===== src/rtl/psum_writeback.sv =====
// psum_writeback: write-back stage for the final-add unit.
// Captures one 64-bit double per output pixel (cur_state==7, wait_ctr==12),
// can clamp negative values to +0.0, buffers them in a DEPTH-entry FIFO and
// writes them to the global buffer at base_addr, base_addr+1, ... using a
// valid/ready handshake. A start/done pair frames each batch.
//
// Ports:
//   clk, rst            clock, asynchronous active-high reset
//   start               one-cycle launch pulse (only honoured in IDLE)
//   base_addr           GB address of the first output
//   num_outputs         outputs in the batch (0 = none)
//   cur_state, wait_ctr controller state / wait counter (capture timing)
//   add_result          double from the final adder
//   gb_we/addr/wdata    GB write request (valid) and head-of-FIFO payload
//   gb_ready            GB accepts the write this cycle
//   busy                batch in progress (stays up through the done cycle)
//   done                one-cycle pulse once every result is written
//   overflow            sticky: a capture was dropped on a full FIFO
module psum_writeback #(
  parameter int ADDR_W  = 16,
  parameter int DEPTH   = 4,
  parameter int RELU_EN = 0
) (
  input  logic              clk,
  input  logic              rst,
  input  logic              start,
  input  logic [ADDR_W-1:0] base_addr,
  input  logic [ADDR_W-1:0] num_outputs,
  input  logic [3:0]        cur_state,
  input  logic [4:0]        wait_ctr,
  input  logic [63:0]       add_result,
  output logic              gb_we,
  output logic [ADDR_W-1:0] gb_addr,
  output logic [63:0]       gb_wdata,
  input  logic              gb_ready,
  output logic              busy,
  output logic              done,
  output logic              overflow
);

  localparam int PW = $clog2(DEPTH);

  typedef enum logic [1:0] {IDLE, RUN, FLUSH, DONE} state_t;

  typedef struct packed {
    logic [ADDR_W-1:0] addr;
    logic [63:0]       data;
  } ent_t;

  state_t            state;
  logic [ADDR_W-1:0] base_q, num_q, cap_cnt, cnt_nx;
  ent_t              mem [DEPTH];
  logic [PW-1:0]     wr_ptr, rd_ptr;
  logic [PW:0]       count;
  logic              cap, pop, full, empty, push_ok;
  ent_t              cap_ent;

  assign empty   = (count == '0);
  assign full    = (count == (PW+1)'(DEPTH));
  assign cap     = (state == RUN) && (cur_state == 4'd7) && (wait_ctr == 5'd12);
  assign pop     = !empty && gb_ready;
  // A full FIFO still takes the sample if the head leaves the same cycle.
  assign push_ok = cap && (!full || pop);
  assign cnt_nx  = cap_cnt + 1'b1;

  // Sign bit alone decides the clamp, so -0.0 and negative NaN become +0.0.
  assign cap_ent.addr = base_q + cap_cnt;
  assign cap_ent.data = ((RELU_EN != 0) && add_result[63]) ? 64'h0 : add_result;

  // Payload is forced to zero while nothing is pending so idle outputs stay quiet.
  assign gb_we    = !empty;
  assign gb_addr  = empty ? '0 : mem[rd_ptr].addr;
  assign gb_wdata = empty ? '0 : mem[rd_ptr].data;

  // Storage needs no reset: it is only observed through a non-empty FIFO.
  always_ff @(posedge clk) begin
    if (push_ok) mem[wr_ptr] <= cap_ent;
  end

  always_ff @(posedge clk or posedge rst) begin
    if (rst) begin
      state    <= IDLE;
      base_q   <= '0;
      num_q    <= '0;
      cap_cnt  <= '0;
      wr_ptr   <= '0;
      rd_ptr   <= '0;
      count    <= '0;
      busy     <= 1'b0;
      done     <= 1'b0;
      overflow <= 1'b0;
    end else begin
      done <= 1'b0;
      // Covers the DONE cycle too, so busy overlaps the done pulse.
      busy <= (state != IDLE) || start;

      if (push_ok) wr_ptr <= wr_ptr + 1'b1;
      if (pop)     rd_ptr <= rd_ptr + 1'b1;
      if (push_ok && !pop)      count <= count + 1'b1;
      else if (!push_ok && pop) count <= count - 1'b1;

      case (state)
        IDLE: if (start) begin
          base_q   <= base_addr;
          num_q    <= num_outputs;
          cap_cnt  <= '0;
          overflow <= 1'b0;
          state    <= (num_outputs == '0) ? DONE : RUN;
        end
        RUN: if (cap) begin
          // Dropped samples still consume an address slot.
          if (!push_ok) overflow <= 1'b1;
          cap_cnt <= cnt_nx;
          if (cnt_nx == num_q) state <= FLUSH;
        end
        FLUSH: if (empty) state <= DONE;
        DONE: begin
          done  <= 1'b1;
          state <= IDLE;
        end
        default: state <= IDLE;
      endcase
    end
  end

endmodule


===== config.mk =====
export PLATFORM = sky130hd
export DESIGN_NAME = psum_writeback
export DESIGN_NICKNAME = d
export VERILOG_FILES = /design/src/rtl/psum_writeback.sv
export SDC_FILE = /design/constraint.sdc
export NUM_CORES = 1
export LEC_CHECK = 0
export CORE_MARGIN = 2
export CORE_UTILIZATION = 60
export CTS_BUF_LIST = sky130_fd_sc_hd__clkbuf_2 sky130_fd_sc_hd__clkbuf_4 sky130_fd_sc_hd__clkbuf_8
export CTS_CLUSTER_DIAMETER = 60
export DETAILED_ROUTE_END_ITERATION = 16
export PLACE_DENSITY = 0.86
export SLEW_MARGIN = 0
export SYNTH_ARGS = -nofsm -noshare
export SYNTH_HDL_FRONTEND = slang
export SYNTH_SLANG_ARGS = --single-unit

===== constraint.sdc =====
create_clock -name clk -period 6.06 [get_ports clk]
set_input_delay 1.212 -clock clk [delete_from_list [all_inputs] [get_ports clk]]
set_output_delay 1.212 -clock clk [all_outputs]
set_load 0.01 [all_outputs]

# Yosys cells after proc, flatten, opt, wreduce, memory -nomap -nowiden
# Memory sizes are Yosys's and may differ from the RTL's.
# Index checks and enable logic that the tools add are counted.
op_classes:
  add_sub_neg: 6
  n_eq_ne: 12
  mux: 20
  n_reduce_logical: 22
ops:
  columns: ["op", "count"]
  rows:
  - ["$mux 64", 1]
  - ["$mux 16", 3]
  - ["$pmux 16 s2", 1]
  - ["$add 16x1->16 const B", 1]
  - ["$add 16x16->16", 1]
  - ["$eq 16x16->1", 1]
  - ["$logic_not 16->1", 1]
  - ["$mux 2", 5]
  - ["$ne 2x2->1 const B", 4]
  - ["$pmux 2 s4", 1]
  - ["$reduce_and 4->1", 2]
  - ["$logic_and 1x1->1", 6]
  - ["$mux 1", 6]
  - ["$mux 3", 2]
  - ["$reduce_bool 2->1", 3]
  - ["$eq 5x4->1 const B", 1]
  - ["$add 2x1->2 const B", 2]
  - ["$eq 2x2->1 const B", 2]
  - ["$eq 4x3->1 const B", 1]
  - ["$logic_not 1->1", 4]
  - ["$add 3x1->3 const B", 1]
  - ["$eq 3x3->1 const B", 1]
  - ["$logic_not 3->1", 1]
  - ["$reduce_and 3->1", 1]
  - ["other kinds (7)", 8]
word_totals:
  ff_bits: 60
  ramBits: 320
  input_bits: 109
  out_inout_bits: 84
  mem_count: 1
memory_table:
  columns: ["name", "depth", "word_bits", "read_ports", "rd_ports_with_merged_regs", "wr", "line", "source"]
  rows:
  - ["mem", 4, 80, 1, 0, 1, "52", "ent_t mem [DEPTH];"]

# Depth between registers and ports, before layout
# Gate-level depths: netlist (run 1).
depth:
  word_depth: 9
  depth_mapped: 12
  depth_no_buf: 11

# Least setup slack after synthesis (run 1)
# Ideal clock, no wire load.
synth_path:
  path_kind: "input-to-reg"
  startpoint: "input wait_ctr[1]"
  endpoint: "memory mem[0][0] (netlist bit) (enable)"
  setup_ns: 0.447
  arrival_ns: 3.921
  required_time_ns: 5.613
  slack_ns: 1.691
  path_stages: 4
  path_buffers: 0
  path_cell_list: "nor4bb_1 -> nand4b_1 -> nor2_1 -> and2_1"
synth_between:
  elab_chain_cells: 5
synth_lines:
  columns: ["element", "line", "source"]
  rows:
  - ["from (decl)", "30", "input logic [4:0] wait_ctr,"]
  - ["$eq 5x4->1", "60", "assign cap = (state == RUN) && (cur_state == 4'd7) && (wait_ctr == 5'd12);"]
  - ["$logic_and 1x1->1", "60", null]
  - ["$logic_and 1x1->1", "63", "assign push_ok = cap && (!full || pop);"]
  - ["named net push_ok", "55", "logic cap, pop, full, empty, push_ok;"]
  - ["$mux 1", "77", "if (push_ok) mem[wr_ptr] <= cap_ent;"]
  - ["$mux 1 (not written as such)", "77", null]
  - ["to (decl)", "52", null]
# The timed path passes the listed nets, and every way through them passes these cells.

# Final worst setup path (run 1)
layout_path:
  startpoint: "register rd_ptr[0]"
  endpoint: "output gb_addr[13]"
layout_between:
  elab_chain_cells: 2
layout_lines:
  columns: ["element", "line", "source"]
  rows:
  - ["from (decl)", "53", "logic [PW-1:0] wr_ptr, rd_ptr;"]
  - ["from (signal assigned)", "98", "if (pop) rd_ptr <= rd_ptr + 1'b1;"]
  - ["$mem_v2 4x80", null, null]
  - ["$mux 16", "72", "assign gb_addr = empty ? '0 : mem[rd_ptr].addr;"]
  - ["to (decl)", "33", "output logic [ADDR_W-1:0] gb_addr,"]
# No other way between the ends.

==> results.ini, run 1 <==
[clocking]
worstSkewPairLatency_ns = 0.59
postCtsSetupRepairBufs = 0
htreeDepth = 2
cts_hold_buf = 0
cts_resized = 0
cts_sinks = 380
clkTransAtPathRegs_ns = 0.06
cts_root_buffer = clkbuf_8
cts_buffers = 57
tritoncts = done
cts_buffer_depth = 3

[yosys]
ys_warn_count = 0
synth_top_area_frac = 0.6052
synth-edff-count = 320
avgSynthCellArea_um2 = 17.78
synth_cell_types = 57
synth_area_leaders = edfxtp_1 61%, mux4_2 11%, dfrtp_1 9.5%
synthTopCellsByCount = 320 x edfxtp_1, 84 x and2_1, 80 x mux4_2, 60 x dfrtp_1, 34 x mux2_2
synth.most_common_cell = edfxtp_1
syn_area_um2 = 15880
synth.largest_area_cell = edfxtp_1
ys.flop_type = edfxtp_1
ys_seq_area_frac = 0.6997
synth-seq-cells = 380
synth_nets = 1029
ys_async_sr_fraction = 0.1579
synthCells = 893

[route]
drt-total-wl_mm = 33.15
wl_per_cell_um = 22.09
vias = 8842
drt-initial-drc-count = 934
viasPerCell = 5.891
drcViolationCount = 0
dr.pass1.iters = 7
ant_nets = 0

[setup_path]
critical_path_required_ns = 4.85
cp_num_buf_inv = 2
path_delay_family = flip-flops
rr_startpoint = state[1]
ff2ff_setup_slack_ns = 2.35
reg2regPathDepth = 7
cp_slowest_stage_delay_ns = 0.91
crit_chain = buf_12, mux4_2, and2_1, clkdlybuf4s50_1
crit_fanout = 46
crit_type = flip-flop to output pin
slowest_stage = dfrtp_4
end_kind = output pin
r2r-end = mem[0][50]
arrival_ns = 3.27
critPathLaunchType = flip-flop

[timing]
fin_crit_ns = 4.482
finalSetupViolations = 0
slew_headroom = 0.4483
rsz0062_at_grt = false
fmax_mhz = 223.1
setup-tns-final_ns = 0
tightestPinTransition_ns = 0.8255
period_share = 0.7397
whs_ns = 0.5005
hold_viol_final = 0
drv_slew = 0
skew_ns = 0.03023

[power]
cellLeakagePower_nw = 6.719
ir_drop_mv = 0.2906
powerDensity_nw_per_um2 = 439.2

[placement]
gpl.final_weighted_congestion = 0.8855
port-buffer-count = 192
post-dp-hpwl_mm = 20.85

[min_path]
hold_depth = 1
hold_end = count[2]
hold_path_startpoint = count[2]
holdCritPathClass = flip-flop to flip-flop

[global_route]
track_usage = 0.2442
grt_first_pass_wirelength_mm = 52.14
grt_max_degree = 86
grt_pass1_vias = 9366
grt_overflow = 0
antenna_found_initial = 0

[floorplanning]
start_util = 0.6094
die_area_um2 = 27780
die_width_um = 166.7
pin_count = 193
die_y_um = 166.7
num_rows = 59
core_area_um2 = 26060

[final_layout]
final_nets = 1254
layout-drive-gt1-share = 0.2067
num_antenna_cells = 0
area_growth_pct = 21.93
nFillCells = 1430

[run]
cap_violations = 0

[status]
status = finished clean

-- layout by cell type (no fill, tap or decap), types with 3 or more instances in the layout --
master	instances
a21o_1	7
nor3_1	13
nand4_1	4
mux4_2	80
and2_1	80
clkbuf_8	59
xor2_1	14
and2_4	4
edfxtp_1	320
inv_1	20
or3_1	5
ha_1	25
a211oi_1	4
a31oi_1	3
nand3_1	10
nor2_1	17
a21oi_1	11
o41ai_1	4
clkinv_1	10
buf_4	12
clkbuf_4	25
mux2_2	34
dfrtp_1	58
clkdlybuf4s50_1	192
o21ai_0	26
xnor2_1	28
clkinv_2	9
nand2_1	26
nor4_1	8
a22o_1	8
-- worst max-delay path by stage --
stage | from | endpoint | cells after the start
detailed placement | wait_ctr[2] | mem[0][35] | 6
finish | rd_ptr[0] | gb_addr[13] | 4
global placement | wait_ctr[2] | mem[0][39] | 6
CTS | rd_ptr[0] | gb_addr[13] | 4
global route | rd_ptr[0] | gb_addr[13] | 4
floorplan | wait_ctr[1] | mem[0][0] | 4
-- cell families (layout without fill, tap and decap cells) --
kind of cell | after synthesis | after routing | share of synthesized area
simple gates | 187 | 187 | 0.06706
mux | 116 | 116 | 0.1388
fa+ha+maj | 27 | 27 | 0.02222
compound gates | 81 | 81 | 0.03380
xor+xnor | 42 | 42 | 0.02317
buf+inv | 60 | 333 | 0.01521
flops | 380 | 380 | 0.6997
-- where the power goes --
part	internal, mW	switching, mW	total (mW)
sequential	3.12	0.305	3.42
clock	1.15	0.955	2.11
combinational	1.68	1.29	2.97
-- final cells by class --
type | count | area [um2] | area share
timing repair buffer | 205 | 2032 | 0.1050
inverter | 21 | 78.83 | 0.004071
sequential | 380 | 11120 | 0.5743
multi-input combinational | 453 | 4538 | 0.2344
clock inverter | 23 | 175.2 | 0.009047
clock buffer | 84 | 999.7 | 0.05163
tap | 335 | 419.2 | 0.02165
-- per-stage QoR --
step                      setup slack, ns    util  std cells  area, um2  power [mW]
after global routing                1.387  0.7430       1501      19360       8.936
after CTS                           1.496  0.7430       1501      19360       8.574
final                               1.578  0.7430       1501      19360       8.504
after global placement              1.895  0.6979       1394      18190       6.356
after detailed placement            1.749  0.6979       1394      18190       6.454
after floorplan                     1.691       -        893      15880       5.187
-- registers in the layout (all words and copies together) (netlist names) --
register and count:
mem 320, state 2, num_q 16, base_q 16, overflow 1, wr_ptr 2, busy 1, done 1
count 3, rd_ptr 2, cap_cnt 16
-- worst register-to-register path, stage by stage, from the launching register on --
cell	delay, ns
dfrtp_1	0.40
inv_1	0.11
ha_1	0.60
and4b_1	0.28
nand4b_1	0.20
nor2_1	0.57
and2_4	0.68
buf_4	0.52
-- routing by layer --
metal	global-route usage	vias up	part of all wire
met5	0	-	0
met4	0.08883	0	0.031
met3	0.04872	78	0.078
met2	0.4080	434	0.50
met1	0.3244	4376	0.39
li1	-	3954	-
No activity file was read; power rests on OpenSTA's default activity.
==> inputs of run 2 (changes only) <==
--- a/config.mk
+++ b/config.mk
@@ -6,11 +6,11 @@
 export NUM_CORES = 1
 export LEC_CHECK = 0
 export CORE_MARGIN = 2
-export CORE_UTILIZATION = 60
+export CORE_UTILIZATION = 52
 export CTS_BUF_LIST = sky130_fd_sc_hd__clkbuf_2 sky130_fd_sc_hd__clkbuf_4 sky130_fd_sc_hd__clkbuf_8
 export CTS_CLUSTER_DIAMETER = 60
 export DETAILED_ROUTE_END_ITERATION = 16
-export PLACE_DENSITY = 0.86
+export PLACE_DENSITY = 0.79
 export SLEW_MARGIN = 0
 export SYNTH_ARGS = -nofsm -noshare
 export SYNTH_HDL_FRONTEND = slang
==> constraint.sdc (replaced) <==
create_clock -name clk -period 3.8 [get_ports clk]
set_input_delay 0.76 -clock clk [delete_from_list [all_inputs] [get_ports clk]]
set_output_delay 0.76 -clock clk [all_outputs]
set_load 0.01 [all_outputs]
==> run 2 against run 1 <==
Net effect: cell count grew 4.6%; flip-flop and latch count is the same; total power increased by 58%; non-clock buffer count rose by 17; sequential power increased by 56%; clock skew decreased by 0.012 ns; design area rose by 1.5%; clock power rose by 52%; first-iteration DRC count shrank 28%; critical path type unchanged; via count down 1.4%; die area grew 15%; global-route usage down 4.7 points.
==> results.ini, run 2 (synthesis results as in run 1) <==
[clocking]
cts_sinks = 380  ; unchanged
cts_hold_buf = 0  ; unchanged
cts_root_buffer = clkbuf_8
tritoncts = done
cts_resized = 0  ; unchanged
postCtsSetupRepairBufs = 0  ; unchanged
clkTransAtPathRegs_ns = 0.06  ; about the same
worstSkewPairLatency_ns = 0.59  ; about the same
cts_buffers = 58  ; +1.8%
htreeDepth = 2  ; unchanged
cts_buffer_depth = 3  ; unchanged

[floorplanning]
core_area_um2 = 29870  ; +15%
die_area_um2 = 31950  ; +15%
start_util = 0.5315  ; -0.07784
pin_count = 193  ; unchanged
die_y_um = 178.7  ; +7.2%
die_width_um = 178.7  ; +7.2%
num_rows = 63  ; +6.8%

[final_layout]
final_nets = 1272  ; +1.4%
num_antenna_cells = 0  ; unchanged
multi_input_area_um2 = 4538  ; unchanged
finish.utilization = 0.6577  ; -0.08523
regArea_um2 = 11120  ; unchanged
largest_reg_flops = 320  ; unchanged
top_register = mem
nFillCells = 2053  ; +44%
final_cells = 1570  ; +4.6%
area_growth_pct = 23.75
layout-drive-gt1-share = 0.2102  ; +0.003480
final_common_cell = edfxtp_1
layout_common_cells = 320 x edfxtp_1, 192 x clkdlybuf4s50_1, 80 x mux4_2, 80 x and2_1
final_cell_area_um2 = 19650  ; +1.5%

[setup_path]
crit_type = flip-flop to output pin
reg2regPathDepth = 11  ; +4
critPathLaunchType = flip-flop
cp_slowest_stage_delay_ns = 0.62  ; -0.29 ns
slowest_stage = dfrtp_4
crit_fanout = 14  ; -70%
crit_chain = buf_4, mux4_2, and2_1, clkdlybuf4s50_1
arrival_ns = 2.74  ; -0.53 ns
end_kind = output pin
critical_path_required_ns = 3.04  ; -1.81 ns

[power]
clockPowerShare = 0.238  ; -0.010
p_int_mw = 9.488  ; +59%
p_comb_frac = 0.366  ; +0.016
powerDensity_nw_per_um2 = 685.9  ; +56%
p_seq_frac = 0.397  ; -0.006
ir_drop_mv = 0.3426  ; +18%
swShare = 0.2960  ; -0.004190
cellLeakagePower_nw = 6.801  ; +1.2%
finalPower_mw = 13.48  ; +58%
switching_power_mw = 3.990  ; +56%

[route]
dr.pass1.iters = 5  ; -2
drt-total-wl_mm = 31.03  ; -6.4%
vias = 8720  ; -1.4%
drt-initial-drc-count = 675  ; -28%
wl_per_cell_um = 19.76  ; -11%
drcViolationCount = 0  ; unchanged
viasPerCell = 5.554  ; -5.7%
ant_nets = 0  ; unchanged

[timing]
slew_headroom = 0.4849  ; +0.03656
hold_viol_final = 0  ; unchanged
worst_slack_ns = 0.2958  ; -1.282 ns
drv_slew = 0  ; unchanged
period_share = 0.9222
tightestPinTransition_ns = 0.7727  ; -0.05284 ns
fin_crit_ns = 3.504
skew_ns = 0.01778  ; -0.01245 ns
finalSetupViolations = 0  ; unchanged
rsz0062_at_grt = false
whs_ns = 0.4856  ; -0.01481 ns
fmax_mhz = 285.4
setup-tns-final_ns = 0  ; unchanged

[min_path]
hold_depth = 1  ; unchanged
holdCritPathClass = flip-flop to flip-flop

[global_route]
antenna_found_initial = 0  ; unchanged
grt_pass1_vias = 8945  ; -4.5%
grt_overflow = 0  ; unchanged
grt_first_pass_wirelength_mm = 47.94  ; -8.1%
grt_max_degree = 86  ; unchanged
track_usage = 0.1969  ; -0.04734

[placement]
detailedPlace.worstSlack_ns = 0.6127  ; -1.137 ns
port-buffer-count = 192  ; unchanged
place_inst = 1465  ; +5.1%
gpl.final_weighted_congestion = 0.8809  ; -0.52%
placed_cell_area_um2 = 18510  ; +1.8%
post-dp-hpwl_mm = 20.96  ; +0.49%

[status]
status = finished clean

[run]
cap_violations = 0  ; unchanged

run 2: cell count changes in the layout (fill, tap and decap cells not counted), sizes merged:
| cell | previous run | this run |
|---|---|---|
| buf | 13 | 29 |
| inv | 22 | 23 |
| clkbuf | 84 | 76 |
| clkinv | 20 | 24 |
| clkinvlp | 0 | 1 |
run 2: final timing paths:
check	slack [ns]	end	from
max in group asynchronous	2.38	base_q[9]	rst
worst max register to register	0.77	mem[0][78]	cap_cnt[0]
worst max-delay path	0.30	gb_wdata[23]	rd_ptr[0]
worst min register to register	0.49	count[2]	count[2]
min in group asynchronous	0.57	state[1]	rst
worst min-delay path	0.49	count[2]	count[2]
run 2: power groups by stage:
stage | clock (mW) | combinational, mW | sequential (mW)
2_1_floorplan | 0 | 3.07 | 5.21
3_3_place_gp | 0 | 4.82 | 5.45
3_5_place_dp | 0 | 4.92 | 5.46
4_1_cts | 3.27 | 4.94 | 5.38
5_1_grt | 3.47 | 5.34 | 5.39
6_report | 3.20 | 4.93 | 5.35
run 2: area by class of cell:
cell class	instances	area share
Timing Repair Buffer	222	0.1178
Tap cell	390	0.02483
Sequential cell	380	0.5658
Inverter	21	0.004011
Clock buffer	75	0.04712
Multi-Input combinational cell	453	0.2309
Clock inverter	29	0.009487
run 2: critical path, delay by kind of cell, from the launching register on:
family / cells / cell delay, ns
buffers and inverters: 2 / 0.82
muxes: 1 / 0.54
DFF: 1 / 0.62
and+or+nand+nor: 1 / 0.16
run 2: per-layer routing:
layer / GRT usage / share of wire / vias to the layer above
met5: 0 / 0 / -
met4: 0.06267 / 0.022 / 0
met3: 0.03584 / 0.067 / 49
met2: 0.3256 / 0.50 / 313
met1: 0.2685 / 0.42 / 4362
li1: - / - / 3996
